==> src/rtl/taskfun_pkg.sv <==
// Shared definitions for the taskfun arithmetic blocks.
// Contents: FSM state type, default operand width, default bit-counter width.
package taskfun_pkg;

    localparam int unsigned DEF_WIDTH = 8;
    localparam int unsigned DEF_CNT_W = $clog2(DEF_WIDTH + 1);

    typedef enum logic [1:0] {
        IDLE  = 2'd0,
        SHIFT = 2'd1,
        DONE  = 2'd2
    } state_e;

endpackage

==> src/rtl/taskfun_fs_cell.sv <==
// 1-bit combinational full subtractor: d = s - b - bw_i, with borrow out.
// Ports: s_i minuend bit, b_i subtrahend bit, bw_i borrow in,
//        d_o difference bit, bw_o borrow out.
module taskfun_fs_cell (
    input  logic s_i,
    input  logic b_i,
    input  logic bw_i,
    output logic d_o,
    output logic bw_o
);

    assign d_o  = s_i ^ b_i ^ bw_i;
    assign bw_o = (~s_i & b_i) | (~(s_i ^ b_i) & bw_i);

endmodule

==> src/rtl/taskfun_serial_sub.sv <==
// Bit-serial subtractor: recovers diff = sum - b, LSB first, one bit per clock,
// with valid/ready handshakes on input and output.
// Ports:
//   clk, rst            clock, synchronous active-high reset
//   in_valid/in_ready   operand handshake (in_ready high only when idle)
//   sum [WIDTH:0]       minuend
//   b   [WIDTH-1:0]     subtrahend, zero-extended
//   out_valid/out_ready result handshake
//   diff [WIDTH:0]      (sum - b) mod 2^(WIDTH+1), held until next result
//   borrow              1 when b > sum
// Build option: TASKFUN_SUB_SAT_EN clamps diff to 0 when borrow is set.
module taskfun_serial_sub
    import taskfun_pkg::*;
#(
    parameter int unsigned WIDTH = DEF_WIDTH
) (
    input  logic             clk,
    input  logic             rst,
    input  logic             in_valid,
    output logic             in_ready,
    input  logic [WIDTH:0]   sum,
    input  logic [WIDTH-1:0] b,
    output logic             out_valid,
    input  logic             out_ready,
    output logic [WIDTH:0]   diff,
    output logic             borrow
);

    localparam int unsigned CNT_W = $clog2(WIDTH + 1);

    state_e             state_q, state_d;
    logic [WIDTH:0]     sum_q, sum_d;
    logic [WIDTH:0]     b_q, b_d;
    logic [WIDTH-1:0]   res_q, res_d;
    logic [CNT_W-1:0]   cnt_q, cnt_d;
    logic               bw_q, bw_d;
    logic [WIDTH:0]     diff_q, diff_d;
    logic               borrow_q, borrow_d;
    logic               in_ready_q, in_ready_d;
    logic               out_valid_q, out_valid_d;

    logic               d_c;
    logic               bw_next_c;

    // Current bit: LSBs of both operand registers plus the running borrow
    taskfun_fs_cell u_fs_cell (
        .s_i  (sum_q[0]),
        .b_i  (b_q[0]),
        .bw_i (bw_q),
        .d_o  (d_c),
        .bw_o (bw_next_c)
    );

    // State and datapath registers
    always_ff @(posedge clk) begin
        if (rst) begin
            state_q     <= IDLE;
            sum_q       <= '0;
            b_q         <= '0;
            res_q       <= '0;
            cnt_q       <= '0;
            bw_q        <= 1'b0;
            diff_q      <= '0;
            borrow_q    <= 1'b0;
            in_ready_q  <= 1'b1;
            out_valid_q <= 1'b0;
        end else begin
            state_q     <= state_d;
            sum_q       <= sum_d;
            b_q         <= b_d;
            res_q       <= res_d;
            cnt_q       <= cnt_d;
            bw_q        <= bw_d;
            diff_q      <= diff_d;
            borrow_q    <= borrow_d;
            in_ready_q  <= in_ready_d;
            out_valid_q <= out_valid_d;
        end
    end

    // Next-state and datapath control
    always_comb begin
        state_d     = state_q;
        sum_d       = sum_q;
        b_d         = b_q;
        res_d       = res_q;
        cnt_d       = cnt_q;
        bw_d        = bw_q;
        diff_d      = diff_q;
        borrow_d    = borrow_q;
        in_ready_d  = in_ready_q;
        out_valid_d = out_valid_q;

        case (state_q)
            IDLE: begin
                if (in_valid && in_ready_q) begin
                    sum_d      = sum;
                    b_d        = {1'b0, b};
                    res_d      = '0;
                    cnt_d      = '0;
                    bw_d       = 1'b0;
                    in_ready_d = 1'b0;
                    state_d    = SHIFT;
                end
            end

            SHIFT: begin
                sum_d = sum_q >> 1;
                b_d   = b_q >> 1;
                res_d = {d_c, res_q[WIDTH-1:1]};
                bw_d  = bw_next_c;
                cnt_d = cnt_q + CNT_W'(1);
                // Last bit goes straight into diff; res_q already holds bits 0..WIDTH-1
                if (cnt_q == CNT_W'(WIDTH)) begin
                    diff_d      = {d_c, res_q};
                    borrow_d    = bw_next_c;
`ifdef TASKFUN_SUB_SAT_EN
                    if (bw_next_c) begin
                        diff_d = '0;
                    end
`endif
                    out_valid_d = 1'b1;
                    state_d     = DONE;
                end
            end

            DONE: begin
                if (out_ready) begin
                    out_valid_d = 1'b0;
                    in_ready_d  = 1'b1;
                    state_d     = IDLE;
                end
            end

            default: begin
                state_d     = IDLE;
                in_ready_d  = 1'b1;
                out_valid_d = 1'b0;
            end
        endcase
    end

    assign in_ready  = in_ready_q;
    assign out_valid = out_valid_q;
    assign diff      = diff_q;
    assign borrow    = borrow_q;

endmodule
==> config.mk <==
export PLATFORM = sky130hd
export DESIGN_NAME = taskfun_serial_sub
export DESIGN_NICKNAME = d
export VERILOG_FILES = /design/src/rtl/taskfun_pkg.sv /design/src/rtl/taskfun_fs_cell.sv /design/src/rtl/taskfun_serial_sub.sv
export SDC_FILE = /design/constraint.sdc
export NUM_CORES = 1
export LEC_CHECK = 0
export CORE_ASPECT_RATIO = 1.2
export CORE_MARGIN = 2
export CORE_UTILIZATION = 52
export DETAILED_ROUTE_END_ITERATION = 10
export GPL_ROUTABILITY_DRIVEN = 0
export GPL_TIMING_DRIVEN = 0
export PLACE_DENSITY_LB_ADDON = 0.12
export SLEW_MARGIN = 10
export SYNTH_ARGS = -nofsm -noshare
export SYNTH_HDL_FRONTEND = slang
export SYNTH_SLANG_ARGS = --single-unit
==> constraint.sdc <==
create_clock -name clk -period 1.6 [get_ports clk]
set_input_delay 0.32 -clock clk [delete_from_list [all_inputs] [get_ports clk]]
set_output_delay 0.32 -clock clk [all_outputs]
set_load 0.005 [all_outputs]
After elaboration in Yosys (flattened, before gate mapping)
Cells that the tools add are included.
Storage, ports and cells
  flip-flop bits (word level): 45
  logic and storage cells: 53
  output and inout bits: 12
  input bits: 21
Operators by class
  reduce and logical (&&, ||, !) cells: 8
  multiplexer cells: 19
  eq/ne operators: 6
  bitwise gates (word level): 9
  $add $sub $neg: 1
Operators with widths (number)
  $pmux W9 S2: 2
  $mux W9: 2
  $pmux W8 S2: 1
  $reduce_and A3 Y1: 3
  $mux W8: 1
  $pmux W4 S2: 1
  $mux W2: 3
  $ne A2 B2 Y1 const B: 3
  $pmux W1 S3: 2
  $pmux W2 S3: 1
  $add A4 B1 Y4 const B: 1
  $eq A4 B4 Y1 const B: 1
  $mux W1: 4
  $mux W4: 1
  $not A1 Y1: 4
  $reduce_and A2 Y1: 2
  $and A1 B1 Y1: 2
  $eq A2 B1 Y1 const B: 1
  $eq A2 B2 Y1 const B: 1
  $logic_not A2 Y1: 1
  $pmux W1 S2: 1
  $reduce_bool A2 Y1: 1
  $xor A1 B1 Y1: 2
  $logic_and A1 B1 Y1: 1
  $or A1 B1 Y1: 1

Depth between registers and ports, before layout
Gate-level depths: netlist (run 1).
  depth in word-level cells: 5
  gate-level depth with buffers: 6
  depth with buffers taken out: 5

Hierarchy
Synthesis (run 1) repeated with hierarchy kept, for this count alone.
Second synthesis, totals
  cell total of the unflattened synthesis: 212
  area, all modules: 1830.5 µm²
Modules (own cells, without submodules)
  taskfun_serial_sub: times used 1, cells each 208, area an instance 1799.2 µm², sequential area each 880.8 µm²
  taskfun_fs_cell: times used 1, cells each 4, area an instance 31.3 µm², sequential area each 0.0 µm²

Worst setup path after synthesis (run 1)
Ideal clock, no wire load.
  kind: flip-flop to flip-flop
  start: register state_q[1]
  end: register diff_q[1], in the netlist diff[1]
  required time: 1.484 ns
  clock period less this slack: 1.366 ns
  setup time: 0.116 ns
  path slack: 0.234 ns
  arrival: 1.250 ns
  cell stages (with the launch flop): 7
  buffers on the path: 3
  cell sequence: dfxtp_1 > buf_6 > nand2b_4 > buf_6 > or2_4 > buf_6 > a31o_1
Between the ends
  word-level cells in the longest chain between the ends: 2
Ends and longest elaborated chain
  start, declared: line taskfun_serial_sub.sv:31  | state_e state_q, state_d;
  start signal, assigned: line taskfun_serial_sub.sv:68  | state_q <= state_d;
  $eq A2 B1 Y1: line taskfun_serial_sub.sv:94  | case (state_q)
  $reduce_and A2 Y1 (no source line)
  end signal, assigned: line taskfun_serial_sub.sv:74  | diff_q <= diff_d;
  end, declared: line taskfun_serial_sub.sv:37  | logic [WIDTH:0] diff_q, diff_d;
No other way between the ends.
A chain may end at the register's enable or synchronous reset.

Final worst setup path (run 1)
  start: register in_ready_q, in the netlist in_ready
  end: output in_ready
RTL lines
  start, declared: line taskfun_serial_sub.sv:39  | logic in_ready_q, in_ready_d;
  start signal, assigned: line taskfun_serial_sub.sv:76  | in_ready_q <= in_ready_d;
  end, declared: line taskfun_serial_sub.sv:20  | output logic in_ready,
No word-level cell between the ends.

==> impl_metrics.json, run 1 <==
{
  "clkTransAtPathRegs_ps": 80,
  "crit_path_max_incr_delay_ps": 540,
  "drt_drc_violations_left": 0,
  "syn_to_final_growth_pct": 26.2,
  "grt_overflow": 0,
  "drt-met1-wl_um": 1850,
  "met2_length_um": 2140,
  "finalWirelength_um": 4210,
  "p_comb_frac": 0.154,
  "drive_gt1_frac": 0.154,
  "io_buffers": 32,
  "num_rows": 24,
  "seqPwrFrac": 0.495,
  "die_x_um": 60.4,
  "top_layer": "met4",
  "critical_path_buf_inv_count": 1,
  "track_usage": 0.212,
  "p_int_mw": 1.79,
  "synthFlopType": "dfxtp_1",
  "hp-class": "reg -> reg",
  "synth_top_cell_area_share": 0.444,
  "fmax_mhz": 644,
  "num_io_pins": 33,
  "cts_max_path_buffers": 2,
  "cp_max_fo": 6,
  "grt_pass1_vias": 1564,
  "final_antenna_net_count": 0,
  "final_cell_mix": "dfxtp_1 (43), clkdlybuf4s50_1 (32), inv_1 (12)",
  "p_leak_nw": 0.913,
  "criticalPathCategory": "reg -> out",
  "syn_avg_cell_area_um2": 9.58,
  "insertion_delay_ps": 300,
  "wl_per_cell_um": 14.1,
  "grt_max_degree": 14,
  "coreArea_um2": 3630,
  "synth_cell_types": 40,
  "worst_slew_pin_slew_ps": 464,
  "finalNetCount": 270,
  "drv_cap": 0,
  "final_area_um2": 2500,
  "worst_ep_required_time_ps": 1280,
  "synth-simple-area-share": 0.153,
  "synth-async-reset-ratio": 0,
  "die_area_um2": 4330,
  "ys_ff_latch": 44,
  "wl_met3_um": 157,
  "synth_xor_area_frac": 0,
  "cpMaxStageDelayCell": "clkdlybuf4s50_1",
  "finClkSkew_ps": 7.03,
  "cts_root_buf": "clkbuf_8",
  "sw_frac_of_total": 0.246,
  "crit_family": "buffers and inverters",
  "ir_worst_vdd_v": 0.000609,
  "critPathLaunchType": "register",
  "synth_compound_area_frac": 0.257,
  "cts_tree": "yes",
  "yosysWarningCount": 0,
  "synthAdderAreaFrac": 0.0227,
  "min_period_ps": 1550,
  "slew_viol_final": 0,
  "postCtsHoldBufs": 0,
  "power.total_mw": 2.38,
  "fp.dieH_um": 71.7,
  "via_per_inst": 5.61,
  "powerDensity_nw_per_um2": 949,
  "final_common_cell": "dfxtp_1",
  "yosysTopAreaCell": "dfxtp_1",
  "postSynthCellCount": 207,
  "muxShareOfSynthArea": 0.0454,
  "numClockSinks": 44,
  "synth_top_family_by_area": "compound AO/OA/AOI/OAI gates",
  "firstDrtPassIters": 4,
  "synthesis.nets": 231,
  "grt_pass1_wl_um": 6950,
  "place_hpwl_um": 3020,
  "synth-edff-count": 0,
  "cts_buffers": 5,
  "drt_iter0_drc": 54,
  "n_antenna_cell": 0,
  "setup_viol": 0,
  "antenna_found_initial": 0,
  "place_area_um2": 2370,
  "post_synth_main_area_contributors": "dfxtp_1 (44%), mux2_4 (4.5%), o32ai_1 (4.0%), nand2b_1 (3.2%), nor2b_1 (3.2%)",
  "synth_area_um2": 1980,
  "critical_path.cell_chain": "clkdlybuf4s50_1",
  "hold_viol_final": 0,
  "cts_setup_buffers": 0,
  "vias": 1677,
  "power.switching_uw": 584,
  "initial_core_util": 0.546,
  "relSlewSlack": 0.686,
  "ys_seq_area_frac": 0.444,
  "cp-end-kind": "primary output",
  "pwr-share-clk": 0.351,
  "htree_num_levels": 2,
  "period_share": 0.971,
  "status": "finished, final reports clean",
  "arrival_ps": 1230
}
-- worst register-to-register path, cell delays in order (launching register included) --
cell	delay, ps
dfxtp_1	310
buf_2	250
nand2b_4	70
buf_6	150
or2_4	260
buf_6	140
a31o_1	210
-- cells by family after synthesis --
kind of cell               after synthesis
AOI/OAI and AO/OA                       69
and+or+nand+nor                         53
adders and majority gates                3
muxes                                    6
DFF                                     44
buffers and inverters                   32
-- through the flow --
stage / setup TNS (ps) / setup slack [ps] / utilization / std cells / hold slack [ps]
after global placement: -10490 / -433 / 0.652 / 291 / 455
after global routing: -7.58 / -7.58 / 0.689 / 299 / 500
after CTS: 0 / 4.89 / 0.684 / 299 / 481
after floorplan: 0 / 234 / - / 207 / 443
after detailed placement: -10500 / -414 / 0.652 / 291 / 462
final: 0 / 46.2 / 0.689 / 299 / 476
-- flip-flops by register name (all words and copies together) (netlist names) --
signal,flops
out_valid,1
state_q,2
in_ready,1
cnt_q,4
borrow,1
sum_q,9
bw_q,1
b_q,8
diff,9
res_q,8
-- power by group through the flow --
stage	Combinational (mW)	Sequential, mW	Clock, mW
2_1_floorplan	0.246	1.19	0
3_3_place_gp	0.355	1.20	0
3_5_place_dp	0.360	1.20	0
4_1_cts	0.362	1.17	0.844
5_1_grt	0.406	1.18	0.885
6_report	0.365	1.18	0.834
-- Yosys cell counts (7+ instances only) --
master and number:
nand2_1 9, a21oi_1 8, o21ai_0 7, inv_1 12, nand2b_1 10, a31o_1 7
buf_2 8, o22ai_1 8, a22oi_1 8, dfxtp_1 44, nor3_1 9, nor2b_1 10
o32ai_1 9
-- area by class of cell --
cell class	instances	area (um^2)
Buffer	19	108
Clock buffer	6	72.6
Clock inverter	2	35.0
Fill cell	301	1130
Inverter	13	52.6
Multi-Input combinational cell	131	968
Sequential cell	44	882
Tap cell	52	65.1
Timing Repair Buffer	32	320
-- final timing paths --
kind	from	endpoint	slack (ps)	cells after the start
worst max-delay path	in_ready$_SDFFE_PP1P_	in_ready	50	1
worst min-delay path	diff[4]$_SDFFE_PP0P_	diff[4]$_SDFFE_PP0P_	480	1
worst max register to register	state_q[0]$_SDFFE_PP0P_	diff[6]$_SDFFE_PP0P_	110	6
worst min register to register	diff[4]$_SDFFE_PP0P_	diff[4]$_SDFFE_PP0P_	480	1
-- routing by layer --
metal	vias to the layer above	GRT usage
met2	34	0.355
li1	831	-
met1	805	0.245
met5	-	0
met3	7	0.0632
met4	0	0.0889
-- repair_timing --
item	CTS	global route
resized for setup	3	6
endpoints found under the setup margin	15	24
pin swaps	0	0
hold endpoints to repair	0	0
No activity file was read; power rests on OpenSTA's default activity.
==> run 2, diff against run 1 <==
Settings changed: CELL_PAD_IN_SITES_DETAIL_PLACEMENT from default to 1, CELL_PAD_IN_SITES_GLOBAL_PLACEMENT from default to 1, CORE_UTILIZATION 52 to 47, DONT_BUFFER_PORTS from default to 1, REMOVE_ABC_BUFFERS from default to 1.
==> impl_metrics.json, run 2 (same netlist as run 1, synthesis figures left out) <==
{
  "sw_frac_of_total": 0.259,
  "drv_cap": 0,
  "arrival_ps": 1690,
  "cts_tree": "yes",
  "placed_cells": 242,
  "hold_path_depth": 1,
  "num_rows": 25,
  "initial_core_util": 0.495,
  "pwr-share-clk": 0.332,
  "final_antenna_net_count": 0,
  "grt_pass1_wl_um": 7450,
  "place_area_um2": 1950,
  "grt_pass1_vias": 1551,
  "hold_viol_final": 0,
  "insertion_delay_ps": 300,
  "io_buffers": 0,
  "critical_path.cell_chain": "nand2b_4 > mux2_4 > o311a_1",
  "holdPathEnd": "state_q[1]$_SDFFE_PP0P_",
  "final_cells": 253,
  "vias": 1504,
  "crit_path_max_incr_delay_ps": 560,
  "wl_per_cell_um": 18.1,
  "p_comb_frac": 0.118,
  "p_int_mw": 1.61,
  "worst_ep_required_time_ps": 1790,
  "ir_worst_vdd_v": 0.000360,
  "worst_slew_pin_slew_ps": 609,
  "cp_max_fo": 28,
  "final_area_um2": 2080,
  "pre_cts_slack_ps": -751,
  "crit_family": "flip-flops",
  "finClkSkew_ps": 3.41,
  "cpMaxStageDelayCell": "dfxtp_4",
  "seqPwrFrac": 0.550,
  "firstDrtPassIters": 4,
  "rrSetupSlack_ps": 90,
  "fmax_mhz": 664,
  "final_common_cell": "dfxtp_1",
  "p_leak_nw": 0.728,
  "worstHoldStart": "rst",
  "finalNetCount": 222,
  "fp.dieH_um": 75.2,
  "slew_viol_final": 0,
  "rsz0062_at_grt": "false",
  "critPathLaunchType": "register",
  "critical_path_buf_inv_count": 0,
  "fin_ws_ps": 94.8,
  "drt_drc_violations_left": 0,
  "regArea_um2": 888,
  "clkTransAtPathRegs_ps": 80,
  "cts_buffers": 5,
  "multi_input_area_um2": 971,
  "coreArea_um2": 4000,
  "syn_to_final_growth_pct": 5.11,
  "drt_iter0_drc": 46,
  "die_x_um": 63.3,
  "cts_max_path_buffers": 2,
  "setup_viol": 0,
  "criticalPathCategory": "reg -> reg",
  "hp-class": "in -> reg",
  "place_hpwl_um": 2890,
  "die_area_um2": 4760,
  "r2r-start": "state_q[0]$_SDFFE_PP0P_",
  "nFillCells": 480,
  "postLayoutCoreUtil": 0.521,
  "period_share": 0.941,
  "status": "finished, final reports clean",
  "power.switching_uw": 565,
  "numClockSinks": 44,
  "powerDensity_nw_per_um2": 1050,
  "track_usage": 0.207,
  "cts_root_buf": "clkbuf_8",
  "antenna_found_initial": 0,
  "grt_max_degree": 31,
  "relSlewSlack": 0.588,
  "n_antenna_cell": 0,
  "htree_num_levels": 2,
  "cp-end-kind": "register",
  "num_io_pins": 33,
  "drive_gt1_frac": 0.131,
  "via_per_inst": 5.94,
  "final_cell_mix": "dfxtp_1 (42), inv_1 (12), nor2b_1 (10), nand2b_1 (10)",
  "finalWirelength_um": 4570,
  "r2r-end": "b_q[1]$_SDFFE_PP0P_",
  "grt_overflow": 0,
  "r2r_cells": 3,
  "min_period_ps": 1510
}
-- run 2: how the worst max path moves through the flow --
stage                       startpoint                     to  cells past startpoint
5_1_grt        state_q[0]$_SDFFE_PP0P_  sum_q[3]$_SDFFE_PP0P_                      3
2_1_floorplan  state_q[1]$_SDFFE_PP0P_    b_q[1]$_SDFFE_PP0P_                      3
3_5_place_dp   state_q[0]$_SDFFE_PP0P_  res_q[7]$_SDFFE_PP0P_                      3
4_1_cts        state_q[0]$_SDFFE_PP0P_    b_q[1]$_SDFFE_PP0P_                      3
6_report       state_q[0]$_SDFFE_PP0P_    b_q[1]$_SDFFE_PP0P_                      3
3_3_place_gp   state_q[0]$_SDFFE_PP0P_  res_q[5]$_SDFFE_PP0P_                      3
-- run 2: layout make-up --
type | count | share of cell area
multi-input combinational | 132 | 0.466
sequential | 44 | 0.426
clock buffer | 7 | 0.0414
tap | 54 | 0.0324
inverter | 13 | 0.0234
timing repair buffer | 2 | 0.00720
clock inverter | 1 | 0.00360
-- run 2: metrics by stage --
step	power, mW	hold slack [ps]	TNS (ps)
detailed placement	1.47	395	-23200
finish	2.18	71.9	0
global route	2.28	61.4	0
global placement	1.46	393	-21860
CTS	2.21	57.2	0
floorplan	1.41	389	-4170
-- run 2: per-layer routing --
metal / global-route usage / vias to the layer above / share of wire
met2: 0.392 / 28 / 0.51
met4: 0.0797 / 0 / 0.019
li1: - / 731 / -
met1: 0.232 / 734 / 0.43
met3: 0.0433 / 11 / 0.034
met5: 0 / - / 0
-- run 2: what timing repair did --
item | 4_1_cts | 5_1_grt
resized for setup | 6 | 0
setup endpoints to repair | 42 | 0
hold buffers | 0 | 0
buffers inserted | 2 | 0
-- run 2: power groups by stage --
stage               registers, mW  logic [mW]  clock network, mW
floorplan                    1.21       0.202                  0
global placement             1.22       0.238                  0
detailed placement           1.22       0.251                  0
CTS                          1.20       0.259              0.751
global route                 1.21       0.291              0.785
finish                       1.20       0.258              0.722
-- run 2: worst reg2reg max path, cell delays in order, from the launching register on --
cell      delay, ps
dfxtp_4         560
nand2b_4        220
mux2_4          350
o311a_1         280
